File: src/rtl/joy_input_conditioner.sv
// DB9 joystick conditioner: 2-flop sync, per-bit debounce, edge pulses, long-press reset, NMI pulse.
// Optional JOY_AUTOFIRE_EN adds a per-channel autofire square wave on the fire bit.

module joy_debounce_lane #(
    parameter int C_debounce_bits = 16
) (
    input  logic clk,
    input  logic rst_n,
    input  logic s,
    output logic q,
    output logic rise,
    output logic fall
);
    localparam logic [C_debounce_bits-1:0] CNT_MAX = '1;

    logic [C_debounce_bits-1:0] cnt;

    always_ff @(posedge clk) begin
        if (!rst_n) begin
            cnt  <= '0;
            q    <= 1'b0;
            rise <= 1'b0;
            fall <= 1'b0;
        end else begin
            rise <= 1'b0;
            fall <= 1'b0;
            if (s == q) begin
                cnt <= '0;
            end else if (cnt == CNT_MAX) begin
                q    <= s;
                cnt  <= '0;
                rise <= s;
                fall <= ~s;
            end else begin
                cnt <= cnt + 1'b1;
            end
        end
    end
endmodule

module joy_input_conditioner #(
    parameter int C_channels      = 2,
    parameter int C_buttons       = 6,
    parameter int C_debounce_bits = 16,
    parameter int C_hold_bits     = 24,
    parameter int C_reset_bit     = 11,
    parameter int C_nmi_bit       = 10
`ifdef JOY_AUTOFIRE_EN
    ,
    parameter int C_autofire_bits = 20
`endif
) (
    input  logic                           clk,
    input  logic                           rst_n,
    input  logic [C_channels*C_buttons-1:0] n_joy,
`ifdef JOY_AUTOFIRE_EN
    input  logic [C_channels-1:0]           autofire_en,
`endif
    output logic [C_channels*C_buttons-1:0] joy,
    output logic [C_channels*C_buttons-1:0] joy_rise,
    output logic [C_channels*C_buttons-1:0] joy_fall,
    output logic                           btn_reset,
    output logic                           btn_nmi
);
    localparam int N = C_channels * C_buttons;
    localparam logic [C_hold_bits-1:0] HC_MAX = '1;

    logic [N-1:0] n_s1, n_s2;
    logic [N-1:0] joy_db;
    logic [C_hold_bits-1:0] hc;

    // Sync chain carries the raw active-low pins, so reset parks it at "released".
    always_ff @(posedge clk) begin
        if (!rst_n) begin
            n_s1 <= '1;
            n_s2 <= '1;
        end else begin
            n_s1 <= n_joy;
            n_s2 <= n_s1;
        end
    end

    for (genvar i = 0; i < N; i++) begin : g_lane
        joy_debounce_lane #(.C_debounce_bits(C_debounce_bits)) u_lane (
            .clk  (clk),
            .rst_n(rst_n),
            .s    (~n_s2[i]),
            .q    (joy_db[i]),
            .rise (joy_rise[i]),
            .fall (joy_fall[i])
        );
    end

    // btn_reset rises on the same edge hc reaches max, i.e. after 2**C_hold_bits-1 held clocks.
    always_ff @(posedge clk) begin
        if (!rst_n) begin
            hc        <= '0;
            btn_reset <= 1'b0;
            btn_nmi   <= 1'b0;
        end else begin
            btn_nmi <= joy_rise[C_nmi_bit];
            if (!joy_db[C_reset_bit]) begin
                hc        <= '0;
                btn_reset <= 1'b0;
            end else begin
                if (hc != HC_MAX)
                    hc <= hc + 1'b1;
                btn_reset <= (hc == HC_MAX) || (hc == HC_MAX - 1'b1);
            end
        end
    end

`ifdef JOY_AUTOFIRE_EN
    logic [C_autofire_bits-1:0] af;

    always_ff @(posedge clk) begin
        if (!rst_n)
            af <= '0;
        else
            af <= af + 1'b1;
    end

    // Only the visible level is modulated; edge pulses stay on the debounced state.
    always_comb begin
        joy = joy_db;
        for (int c = 0; c < C_channels; c++) begin
            if (autofire_en[c] && joy_db[c*C_buttons+4])
                joy[c*C_buttons+4] = af[C_autofire_bits-1];
        end
    end
`else
    assign joy = joy_db;
`endif
endmodule

File: config.mk
export PLATFORM = sky130hd
export DESIGN_NAME = joy_input_conditioner
export DESIGN_NICKNAME = d
export VERILOG_FILES = /design/src/rtl/joy_input_conditioner.sv
export SDC_FILE = /design/constraint.sdc
export NUM_CORES = 1
export LEC_CHECK = 0
export CAP_MARGIN = 10
export CORE_MARGIN = 10
export CORE_UTILIZATION = 51
export DETAILED_ROUTE_END_ITERATION = 12
export GPL_ROUTABILITY_DRIVEN = 1
export MAX_ROUTING_LAYER = met4
export PLACE_DENSITY = 0.75
export SLEW_MARGIN = 20
export SYNTH_ARGS = -nofsm -noshare
export SYNTH_HDL_FRONTEND = slang
export SYNTH_SLANG_ARGS = --single-unit
File: constraint.sdc
create_clock -name clk -period 2.1 [get_ports clk]
set_input_delay 0.42 -clock clk [delete_from_list [all_inputs] [get_ports clk]]
set_output_delay 0.42 -clock clk [all_outputs]
set_load 0.02 [all_outputs]
==> results.md, run 1 <==
| Stage | Parameter | Reported |
|---|---|---|
| clocking | Post-CTS setup-driven buffer insertion count | 0 |
| timing | Final clock skew | 12.5 ps |
| clocking | Number of levels the H-tree was split into | 1 |
| timing | Slew at the pin closest to its max-slew limit | 598 ps |
| placed design | Placed Cells | 1,569 |
| clocking | Clock Tree Root | clkbuf_16 |
| routing | Final Routed Wirelength | 20,000 um |
| clocking | CTS max path bufs | 3 |
| timing | Tcrit/Tclk final | 96.2% |
| synthesis | Primary flip-flop cell chosen by synthesis mapping | dfxtp_1 |
| critical path | Launching element of the worst setup path | g_lane[10].u_lane.q |
| final layout | Final standard cell count with taps included and fillers excluded | 1,621 |
| global routing | GRT Residual Overflow | 0 |
| synthesis | #FFs+latches synth | 278 |
| die | Area of the core | 22,500 um^2 |
| global routing | Initial antenna violation count | 0 |
| critical path | Worst stage delay on the critical path | 650 ps |
| power and ir drop | Maximum VDD drop | 0.627 mV |
| die | Full die area | 29,100 um^2 |
| clocking | Clock slew seen by the registers of the worst setup and hold paths | 60 ps |
| synthesis | Proportion of synthesized flip-flops having asynchronous set or reset | 0% |
| worst hold path | Hold WC Path Type | in2reg |
| final layout | Fillcell total | 1,957 |
| global routing | Total routing resource utilization after global routing | 14.4% |
| synthesis | Proportion of synthesized chip area in sequential cells | 48.1% |
| synthesis | Synth warn | 0 |
| timing | Setup repair after global routing missed its margin | false |
| timing | Achievable frequency | 495 MHz |
| power and ir drop | Leakage power | 4.36 nW |
| die | I/O pin total | 52 |
| routing | Final routed wire length divided by cell count | 12.3 um |
| clocking | Post-CTS Hold Fix Bufs | 0 |
| clocking | Clock insertion delay at the later pin of the skew report | 530 ps |
| placed design | RD Place Congestion | 0.817 |
| global routing | Maximum number of pins on one net before global-route repair | 31 |
| final layout | Diodes inserted | 0 |
| critical path | Worst Path Buf+Inv | 1 |
| routing | Via-per-instance ratio | 5.13 |
| routing | First-pass iteration count of the detailed router | 4 |
| critical path | CP arrival | 1600 ps |
| die | Number of cell rows | 55 |
| global routing | Vias in the first global route | 7,969 |
| synthesis | Syn nets | 1,312 |
| critical path | Cells along the critical path | clkdlybuf4s50_1 |
| critical path | Crit Path Max Fanout | 5 |
| worst hold path | Start point of the worst hold path | rst_n |
| critical path | CP top delay family | buffers and inverters |
| timing | Final Hold Violating Endpoints | 0 |
| placed design | Post-DP HPWL | 13,400 um |
| critical path | Crit end category | output port |
| critical path | Worst Path Required | 1680 ps |
| routing | Post-DRT Antenna Nets | 0 |
| final layout | Nets | 1,343 |
| timing | Number of setup violations in the final report | 0 |
| clocking | # resized after CTS | 0 |
| die | Starting utilization of the core area | 51.4% |
| synthesis | Post-synth EDFFs | 0 |
| placed design | Number of buffer cells added on primary ports | 51 |
| synthesis | Mean instance size in the synthesized netlist | 9.00 um^2 |
| clocking | Clock tree from TritonCTS | done |
| clocking | Sinks on Clock Net | 278 |
| routing | Drt first-iter violations | 372 |
| power and ir drop | Cell area power density | 806 nW/um^2 |
| outcome | Result of the run | finished, final reports clean |
| job | Maximum capacitance violations | 0 |
| global routing | First-pass GRT wire length | 35,500 um |
| critical path | Launch instance of the worst register-to-register path | hc[1] |
| timing | Post-route minimum period | 2020 ps |
| routing | Number of remaining DRC errors | 0 |
| critical path | Sort of element at the start of the critical path | flip-flop |
| die | Vertical die dimension | 171 um |
| critical path | Cell at the slowest stage of the critical path | clkdlybuf4s50_1 |
| synthesis | Count of distinct cell types in the synthesized netlist | 52 |
| critical path | Critical Setup Path Class | reg2out |
| timing | Worst slew margin relative to its limit | 59.8% |
| clocking | Number of buffers added by the clock tree synthesis step | 29 |
| die | Die outline width | 171 um |
| routing | Vias | 8,314 |
| timing | Total Neg Setup Slack | 0 ps |
| synthesis | Synthesized area | 11,600 um^2 |
| synthesis | Cell count after synthesis | 1,284 |
| final layout | Synth-to-Final Area Change | 13.3% |
| final layout | Fraction of final layout cells with drive strength greater than 1 | 6.89% |
| timing | Max-slew violation total from the final report | 0 |
## final timing paths
kind                            endpoint  slack [ps]  cells past startpoint
worst max-delay path             joy[10]          80                      1
worst min register to register   n_s2[5]         400                      1
worst min-delay path             n_s2[5]         290                      3
worst max register to register     hc[4]         230                      6
## synth_stat cells (13+ instances only)
library cell / n / share of area, %
xnor2_1: 90 / 6.8
nand2b_1: 25 / 1.4
nor3_1: 28 / 1.2
or3_1: 14 / 0.76
buf_4: 44 / 2.9
nand4_1: 47 / 2.5
xor2_1: 99 / 7.5
nor2_1: 256 / 8.3
ha_1: 14 / 1.5
nand2_1: 81 / 2.6
nand3_1: 89 / 3.9
clkbuf_1: 13 / 0.42
dfxtp_1: 278 / 48
inv_1: 28 / 0.91
and3_1: 38 / 2.1
buf_2: 14 / 0.61
and4_1: 27 / 2.0
## routing by layer
layer,GRT usage (%),vias to the layer above,part of all wire (%)
met5,-,-,0
met4,4.20,0,2.1
met3,2.90,37,5.1
met2,23.3,122,44
met1,17.8,3831,49
li1,-,4324,-
## state kept, by name, summed over array words and instances (netlist names)
signal	count
btn_nmi	1
btn_reset	1
g_lane.u_lane.cnt	192
g_lane.u_lane.fall	12
g_lane.u_lane.q	12
g_lane.u_lane.rise	12
hc	24
n_s1	12
n_s2	12
## per-stage QoR
stage / power (mW) / utilization, % / area [um^2] / worst slack [ps] / hold slack, ps
after floorplan: 5.51 / - / 11600 / 315 / 386
after global placement: 5.56 / 53.9 / 12100 / 278 / 390
after detailed placement: 5.57 / 53.9 / 12100 / 204 / 396
after CTS: 10.7 / 58.2 / 13100 / 1.92 / 277
after global routing: 10.9 / 58.2 / 13100 / 16.3 / 288
final: 10.6 / 58.2 / 13100 / 80.2 / 288
## worst register-to-register path, stage by stage (launching register included)
cell and delay [ps]:
dfxtp_1 400, ha_1 250, nand3_1 100, or4_1 520, o21ai_1 240, xor2_1 190
nor2_1 50
## layout by cell type (no fill, tap or decap), types with 7 or more instances in the layout
cell type / synthesis / final
nand4_1: 47 / 47
xor2_1: 99 / 99
nand2b_1: 25 / 25
clkbuf_1: 13 / 9
o21ai_1: 11 / 11
clkbuf_16: 0 / 29
nor3_1: 28 / 28
nor2_1: 256 / 256
a21oi_1: 11 / 11
clkbuf_8: 0 / 7
and4_1: 27 / 27
nand2_1: 81 / 81
inv_1: 28 / 28
xnor2_1: 90 / 90
buf_4: 44 / 22
nand3_1: 89 / 89
or3_1: 14 / 14
a211oi_1: 11 / 11
ha_1: 14 / 14
and3_1: 38 / 38
clkdlybuf4s50_1: 0 / 49
dfxtp_1: 278 / 278
## logic make-up after synthesis
| logic type | count (synthesis) | share of synthesized area, % |
|---|---|---|
| buffers and inverters | 102 | 5.07 |
| and+or+nand+nor | 651 | 28.2 |
| adders and majority gates | 14 | 1.52 |
| AOI/OAI and AO/OA | 49 | 2.63 |
| xor gates and xnor gates | 189 | 14.3 |
| muxes | 1 | 0.0866 |
| DFF | 278 | 48.1 |
## report_power, final
part / internal, mW / total, mW / switching (mW) / leakage, nW
clock: 3.14 / 5.11 / 1.97 / 0.476
combinational: 0.0563 / 0.125 / 0.0682 / 1.64
sequential: 5.30 / 5.32 / 0.0212 / 2.24
## layout make-up
| type | instances | area [um^2] | area share (%) |
|---|---|---|---|
| Clock buffer | 45 | 856 | 6.53 |
| Clock inverter | 7 | 110 | 0.841 |
| Inverter | 28 | 105 | 0.802 |
| Multi-Input combinational cell | 904 | 5410 | 41.3 |
| Sequential cell | 278 | 5570 | 42.5 |
| Tap cell | 285 | 357 | 2.72 |
| Timing Repair Buffer | 74 | 693 | 5.29 |
Note: power is estimated with default switching activity, not from simulation.
==> run 2: changes to the inputs <==
--- a/config.mk
+++ b/config.mk
@@ -10,6 +10,7 @@
 export CORE_UTILIZATION = 51
 export DETAILED_ROUTE_END_ITERATION = 12
 export GPL_ROUTABILITY_DRIVEN = 1
+export GPL_TIMING_DRIVEN = 0
 export MAX_ROUTING_LAYER = met4
 export PLACE_DENSITY = 0.75
 export SLEW_MARGIN = 20
==> run 2 against run 1 <==
Utilization increased by 1.6 points. Worst setup slack improved by 41 ps. Die area unchanged. Clock skew decreased by 4.2 ps. Total power increased by 1.5%. Clock power increased by 3%. Combinational power increased by 8%. Register-to-register slack got worse by 100 ps. Worst hold slack improved by 110 ps. Highest routed layer unchanged.
==> results.md, run 2 (synthesis results as in run 1) <==
| Stage | Parameter | Reported | Change |
|---|---|---|---|
| timing | Total Neg Setup Slack | 0 ps | unchanged |
| critical path | Crit Path Max Fanout | 1 | -4 |
| final layout | Fillcell total | 1,892 | -3.3% |
| worst hold path | Hold WC Path Type | in2reg |  |
| final layout | Most used cells in the layout excluding fill and tap cells | dfxtp_1 (277), nor2_1 (256), xor2_1 (99), xnor2_1 (90), nand3_1 (89) |  |
| power and ir drop | Leakage power | 4.68 nW | +7.3% |
| timing | Post-route minimum period | 1980 ps | -41.0 ps |
| final layout | Synth-to-Final Area Change | 16.4% |  |
| clocking | Sinks on Clock Net | 278 | unchanged |
| timing | Final Hold Violating Endpoints | 0 | unchanged |
| clocking | Number of buffers added by the clock tree synthesis step | 29 | unchanged |
| clocking | Clock insertion delay at the later pin of the skew report | 540 ps | about the same |
| global routing | First-pass GRT wire length | 36,200 um | +1.8% |
| critical path | Worst Path Required | 1680 ps | about the same |
| die | I/O pin total | 52 | unchanged |
| global routing | Initial antenna violation count | 0 | unchanged |
| critical path | CP top delay family | buffers and inverters |  |
| routing | Post-DRT Antenna Nets | 0 | unchanged |
| critical path | Worst stage delay on the critical path | 600 ps | -50 ps |
| clocking | Clock Tree Root | clkbuf_16 |  |
| final layout | Cell area after layout | 13,500 um^2 | +2.7% |
| die | Area of the core | 22,500 um^2 | unchanged |
| final layout | Diodes inserted | 0 | unchanged |
| final layout | Fraction of final layout cells with drive strength greater than 1 | 10.4% | +3.5 points |
| critical path | Cell at the slowest stage of the critical path | clkdlybuf4s50_1 |  |
| placed design | Number of buffer cells added on primary ports | 50 | -2.0% |
| power and ir drop | Maximum VDD drop | 0.720 mV | +15% |
| die | Full die area | 29,100 um^2 | unchanged |
| outcome | Result of the run | finished, final reports clean |  |
| die | Starting utilization of the core area | 51.4% | unchanged |
| placed design | Total cell area at the placement stage | 12,400 um^2 | +2.4% |
| critical path | Sort of element at the start of the critical path | flip-flop |  |
| placed design | RD Place Congestion | 0.831 | +1.7% |
| routing | Drt first-iter violations | 486 | +31% |
| final layout | Registers with the highest flip-flop counts | g_lane.u_lane.cnt x192, hc x24 |  |
| timing | Achievable frequency | 505 MHz | +2.1% |
| routing | Final routed wire length divided by cell count | 12.6 um | +2.3% |
| timing | Min Hold Slack | 400 ps | +112 ps |
| final layout | Number of flip-flops in the largest register | 192 | unchanged |
| timing | Worst slew margin relative to its limit | 49.7% | -10 points |
| die | Die outline width | 171 um | unchanged |
| global routing | Total routing resource utilization after global routing | 14.8% | +0.47 points |
| global routing | Vias in the first global route | 8,045 | +0.95% |
| critical path | Critical Setup Path Class | reg2out |  |
| critical path | Crit end category | output port |  |
| timing | Setup repair after global routing missed its margin | false |  |
| routing | Number of remaining DRC errors | 0 | unchanged |
| routing | Vias | 8,379 | +0.78% |
| clocking | Number of levels the H-tree was split into | 1 | unchanged |
| job | Maximum capacitance violations | 0 | unchanged |
| clocking | Clock slew seen by the registers of the worst setup and hold paths | 60 ps | about the same |
| power and ir drop | Cell area power density | 796 nW/um^2 | -1.2% |
| routing | Via-per-instance ratio | 5.01 | -2.3% |
| final layout | Leading cell type in the layout, fill and taps excluded | dfxtp_1 |  |
| critical path | Worst Path Buf+Inv | 2 | +1 |
| global routing | GRT Residual Overflow | 0 | unchanged |
| critical path | Cells along the critical path | buf_4 -> clkdlybuf4s50_1 |  |
| die | Number of cell rows | 55 | unchanged |
| routing | Final Routed Wirelength | 21,100 um | +5.5% |
| timing | Number of setup violations in the final report | 0 | unchanged |
| final layout | Largest reg by FF count | g_lane.u_lane.cnt |  |
| clocking | Post-CTS Hold Fix Bufs | 0 | unchanged |
| timing | Max-slew violation total from the final report | 0 | unchanged |
| global routing | Maximum number of pins on one net before global-route repair | 15 | -52% |
| timing | Tcrit/Tclk final | 94.2% | -2.0 points |
| critical path | CP arrival | 1560 ps | -40 ps |
| clocking | Clock tree from TritonCTS | done |  |
| routing | First-pass iteration count of the detailed router | 4 | unchanged |
| final layout | Nets | 1,393 | +3.7% |
| placed design | Post-DP HPWL | 14,200 um | +6.4% |
| timing | Slew at the pin closest to its max-slew limit | 754 ps | +156 ps |
| timing | Final clock skew | 8.30 ps | -4.22 ps |
| clocking | CTS max path bufs | 3 | unchanged |
| die | Vertical die dimension | 171 um | unchanged |
run 2: changes by cell type in the layout (fill, tap and decap cells not counted), sizes merged, moves of 3 or more:
cell	change
buf	+38
clkdlybuf4s50	-11
dlygate4sd2	+9
clkinvlp	+3
clkbuf	+6
clkinv	+3
run 2: cell type report:
class | instances | area, um^2 | area share, %
Inverter | 28 | 105 | 0.781
Timing Repair Buffer | 53 | 519 | 3.86
Sequential cell | 278 | 5570 | 41.4
Clock inverter | 14 | 156 | 1.16
Buffer | 71 | 469 | 3.49
Clock buffer | 39 | 843 | 6.27
Multi-Input combinational cell | 904 | 5440 | 40.4
Tap cell | 285 | 357 | 2.65
run 2: worst paths after layout:
path	from	to	slack [ps]	depth (start not counted)
worst max-delay path	g_lane[4].u_lane.rise	joy_rise[4]	120	2
worst min-delay path	rst_n	g_lane[10].u_lane.cnt[14]	400	3
worst max register to register	hc[1]	hc[3]	130	6
worst min register to register	n_s1[5]	n_s2[5]	410	1
run 2: metrics by stage:
| stage | setup slack (ps) | power (mW) | std cells | utilization (%) |
|---|---|---|---|---|
| detailed placement | -565 | 5.58 | 1619 | 55.2 |
| CTS | 2.03 | 10.8 | 1671 | 59.6 |
| global route | 3.54 | 11.1 | 1672 | 59.8 |
| floorplan | 315 | 5.51 | 1284 | - |
| global placement | -595 | 5.58 | 1619 | 55.2 |
| finish | 121 | 10.7 | 1672 | 59.8 |
run 2: worst min-delay path, stage by stage:
cell,delay (ps)
clkbuf_1,260
nand2_1,160
nor2_1,40
run 2: metal layers:
layer  share of wire [%]  global-route usage, %  up-vias
met3                 4.0                   2.58       33
met1                  49                   18.9     3833
met4                 2.2                   4.31        0
met5                   0                      -        -
li1                    -                      -     4412
met2                  45                   23.8      101
run 2: where the power goes:
| group | switching, mW | internal [mW] |
|---|---|---|
| Clock | 2.08 | 3.18 |
| Combinational | 0.0779 | 0.0571 |
| Sequential | 0.0207 | 5.30 |
run 2: what timing repair did:
action	in CTS	in global routing
endpoints found under the setup margin	21	72
gates resized for setup	11	11
pin swaps	0	2
buffers inserted	0	3
cloned	0	0
==> run 3: changes to the inputs <==
--- a/config.mk
+++ b/config.mk
@@ -6,13 +6,13 @@
 export NUM_CORES = 1
 export LEC_CHECK = 0
 export CAP_MARGIN = 10
+export CORE_ASPECT_RATIO = 0.8
 export CORE_MARGIN = 10
-export CORE_UTILIZATION = 51
+export CORE_UTILIZATION = 60
 export DETAILED_ROUTE_END_ITERATION = 12
-export GPL_ROUTABILITY_DRIVEN = 1
 export GPL_TIMING_DRIVEN = 0
 export MAX_ROUTING_LAYER = met4
-export PLACE_DENSITY = 0.75
+export PLACE_DENSITY = 0.85
 export SLEW_MARGIN = 20
 export SYNTH_ARGS = -nofsm -noshare
 export SYNTH_HDL_FRONTEND = slang
==> run 3 against run 2 <==
Non-clock buffer count fell by 3. Routed wire length up 12%. Worst setup slack worse by 66 ps. Cell count down 2.0%. First-iteration DRC count is 3.5% higher. Via count up 4.2%. Critical endpoint is now joy[5]. Combinational power is essentially flat. Register-to-register slack worse by 50 ps. Sequential power about the same. Global-route usage increased by 4.0 points. Utilization rose by 11 points.
==> results.md, run 3 (synthesis results as in run 1) <==
| Stage | Parameter | Reported | Change |
|---|---|---|---|
| timing | Post-route minimum period | 2050 ps | +66.4 ps |
| placed design | Placed Cells | 1,592 | -1.7% |
| routing | Met2 Wirelength | 11,000 um | +15% |
| global routing | GRT Residual Overflow | 0 | unchanged |
| critical path | CP arrival | 1630 ps | +70 ps |
| placed design | RD Place Congestion | 0.848 | +2.1% |
| timing | Achievable frequency | 489 MHz | -3.2% |
| clocking | Clock insertion delay at the later pin of the skew report | 540 ps | about the same |
| final layout | Registers with the highest flip-flop counts | g_lane.u_lane.cnt x192, hc x24 |  |
| worst hold path | Start point of the worst hold path | n_s1[2] |  |
| final layout | Final standard cell count with taps included and fillers excluded | 1,639 | -2.0% |
| clocking | CTS max path bufs | 3 | unchanged |
| routing | Post-DRT Antenna Nets | 0 | unchanged |
| final layout | Fraction of final layout cells with drive strength greater than 1 | 10.1% | -0.32 points |
| critical path | Worst Path Required | 1680 ps | about the same |
| timing | Slew at the pin closest to its max-slew limit | 844 ps | +89.5 ps |
| clocking | Number of buffers added by the clock tree synthesis step | 27 | -6.9% |
| final layout | Most used cells in the layout excluding fill and tap cells | dfxtp_1 (277), nor2_1 (256), xor2_1 (99), xnor2_1 (90), nand3_1 (89) |  |
| routing | Final Routed Wirelength | 23,500 um | +12% |
| final layout | Fillcell total | 1,419 | -25% |
| timing | Final clock skew | 9.21 ps | +0.906 ps |
| global routing | Maximum number of pins on one net before global-route repair | 16 | +1 |
| global routing | Initial antenna violation count | 0 | unchanged |
| final layout | Largest reg by FF count | g_lane.u_lane.cnt |  |
| worst hold path | Hold WC Path Type | reg2reg |  |
| global routing | Vias in the first global route | 8,454 | +5.1% |
| timing | Max-slew violation total from the final report | 0 | unchanged |
| die | Area of the core | 19,000 um^2 | -16% |
| critical path | Launch instance of the worst register-to-register path | hc[1] |  |
| job | Maximum capacitance violations | 0 | unchanged |
| power and ir drop | Cell area power density | 826 nW/um^2 | +3.7% |
| power and ir drop | Post-layout total power | 11.1 mW | +3.7% |
| clocking | Sinks on Clock Net | 278 | unchanged |
| die | Starting utilization of the core area | 60.9% | +9.6 points |
| critical path | Sort of element at the start of the critical path | flip-flop |  |
| final layout | Synth-to-Final Area Change | 16.5% | about the same |
| routing | First-pass iteration count of the detailed router | 5 | +1 |
| die | I/O pin total | 52 | unchanged |
| critical path | Cells along the critical path | buf_4 -> clkdlybuf4s50_1 |  |
| final layout | Diodes inserted | 0 | unchanged |
| clocking | Clock slew seen by the registers of the worst setup and hold paths | 60 ps | about the same |
| outcome | Result of the run | finished, final reports clean |  |
| critical path | Cell at the slowest stage of the critical path | clkdlybuf4s50_1 |  |
| placed design | Post-DP HPWL | 15,000 um | +5.1% |
| die | Full die area | 25,300 um^2 | -13% |
| clocking | Clock tree from TritonCTS | done |  |
| routing | Vias | 8,727 | +4.2% |
| timing | Tcrit/Tclk final | 97.4% | +3.2 points |
| global routing | First-pass GRT wire length | 39,800 um | +10% |
| critical path | Critical Setup Path Class | reg2out |  |
| routing | Via-per-instance ratio | 5.32 | +6.3% |
| critical path | Crit Path Max Fanout | 4 | +3 |
| routing | Final routed wire length divided by cell count | 14.4 um | +14% |
| critical path | Worst stage delay on the critical path | 590 ps | about the same |
| critical path | R2R Path End | hc[4] |  |
| final layout | Nets | 1,388 | -0.36% |
| clocking | Number of levels the H-tree was split into | 1 | unchanged |
| timing | Final Hold Violating Endpoints | 0 | unchanged |
| critical path | R2R cell count | 6 | unchanged |
| routing | Wire length on met3 | 1140 um | +35% |
| timing | Setup repair after global routing missed its margin | false |  |
| critical path | CP top delay family | buffers and inverters |  |
| routing | Number of remaining DRC errors | 0 | unchanged |
| critical path | Worst Path Buf+Inv | 2 | unchanged |
| worst hold path | Endpoint of the worst hold path | n_s2[2] |  |
| global routing | Total routing resource utilization after global routing | 18.9% | +4.0 points |
| die | Vertical die dimension | 144 um | -15% |
| final layout | Number of flip-flops in the largest register | 192 | unchanged |
| worst hold path | Number of cells on the worst hold path | 1 | -2 |
| timing | Worst slew margin relative to its limit | 43.7% | -6.0 points |
| die | Number of cell rows | 45 | -18% |
| critical path | Crit end category | output port |  |
| routing | Drt first-iter violations | 503 | +3.5% |
| die | Die outline width | 175 um | +2.7% |
| clocking | Post-CTS Hold Fix Bufs | 0 | unchanged |
| placed design | Number of buffer cells added on primary ports | 50 | unchanged |
| power and ir drop | Maximum VDD drop | 0.681 mV | -5.4% |
| power and ir drop | Leakage power | 4.67 nW | -0.24% |
| critical path | Slack of the worst reg-to-reg path | 80 ps | -50 ps |
| routing | Met1 Wirelength | 10,900 um | +6.7% |
| routing | Highest metal layer with signal wires | met4 |  |
| final layout | Leading cell type in the layout, fill and taps excluded | dfxtp_1 |  |
| clocking | Clock Tree Root | clkbuf_16 |  |
| timing | Number of setup violations in the final report | 0 | unchanged |
==> run 3: cell count changes in the layout (fill, tap and decap cells not counted), sizes merged <==
cell           change
bufinv             +6
clkbuf             -8
clkdlybuf4s50      +1
dlymetal6s2s       -1
buf                -3
clkinv             -1
==> run 3: routing by layer <==
| metal | up-vias | GRT usage, % |
|---|---|---|
| met5 | - | - |
| met3 | 43 | 3.39 |
| li1 | 4410 | - |
| met4 | 0 | 5.48 |
| met1 | 4082 | 23.6 |
| met2 | 192 | 31.0 |
==> run 3: worst max-delay path by stage <==
stage	depth (start not counted)	startpoint	endpoint
floorplan	7	hc[1]	hc[3]
global placement	6	rst_n	g_lane[7].u_lane.rise
detailed placement	6	rst_n	g_lane[9].u_lane.rise
CTS	2	g_lane[2].u_lane.q	joy[2]
global route	6	g_lane[0].u_lane.cnt[3]	g_lane[0].u_lane.cnt[7]
finish	2	g_lane[5].u_lane.q	joy[5]
==> run 3: metrics by stage <==
stage	hold WS (ps)	worst slack, ps	util, %	TNS [ps]	instance area, um^2
2_1_floorplan	386	315	-	0	11600
3_3_place_gp	390	-517	65.3	-12890	12400
3_5_place_dp	395	-543	65.3	-12660	12400
4_1_cts	410	5.64	70.8	0	13400
5_1_grt	414	0.788	71.0	0	13500
6_report	407	54.8	71.0	0	13500
==> run 3: where the power goes <==
group          switching (mW)  leakage, nW  total [mW]  internal (mW)
logic                  0.0810         1.91       0.138         0.0571
registers              0.0225         2.25        5.32           5.30
clock network            2.08        0.512        5.65           3.58
total                    2.18         4.67        11.1           8.94
==> run 3: repair_timing <==
| action | 4_1_cts | 5_1_grt |
|---|---|---|
| gates cloned | 0 | 0 |
| pin swaps | 0 | 1 |
| setup buffers | 0 | 1 |
| hold endpoints to repair | 0 | 0 |
| gates resized for setup | 11 | 9 |
| endpoints found under the setup margin | 14 | 78 |
==> run 3: layout make-up <==
cell class | instances | area, um^2 | area share [%]
buffer | 70 | 464 | 3.45
clock buffer | 31 | 721 | 5.35
clock inverter | 19 | 339 | 2.52
inverter | 28 | 105 | 0.781
multi-input combinational | 904 | 5440 | 40.4
sequential | 278 | 5570 | 41.3
tap | 258 | 323 | 2.40
timing repair buffer | 51 | 502 | 3.73
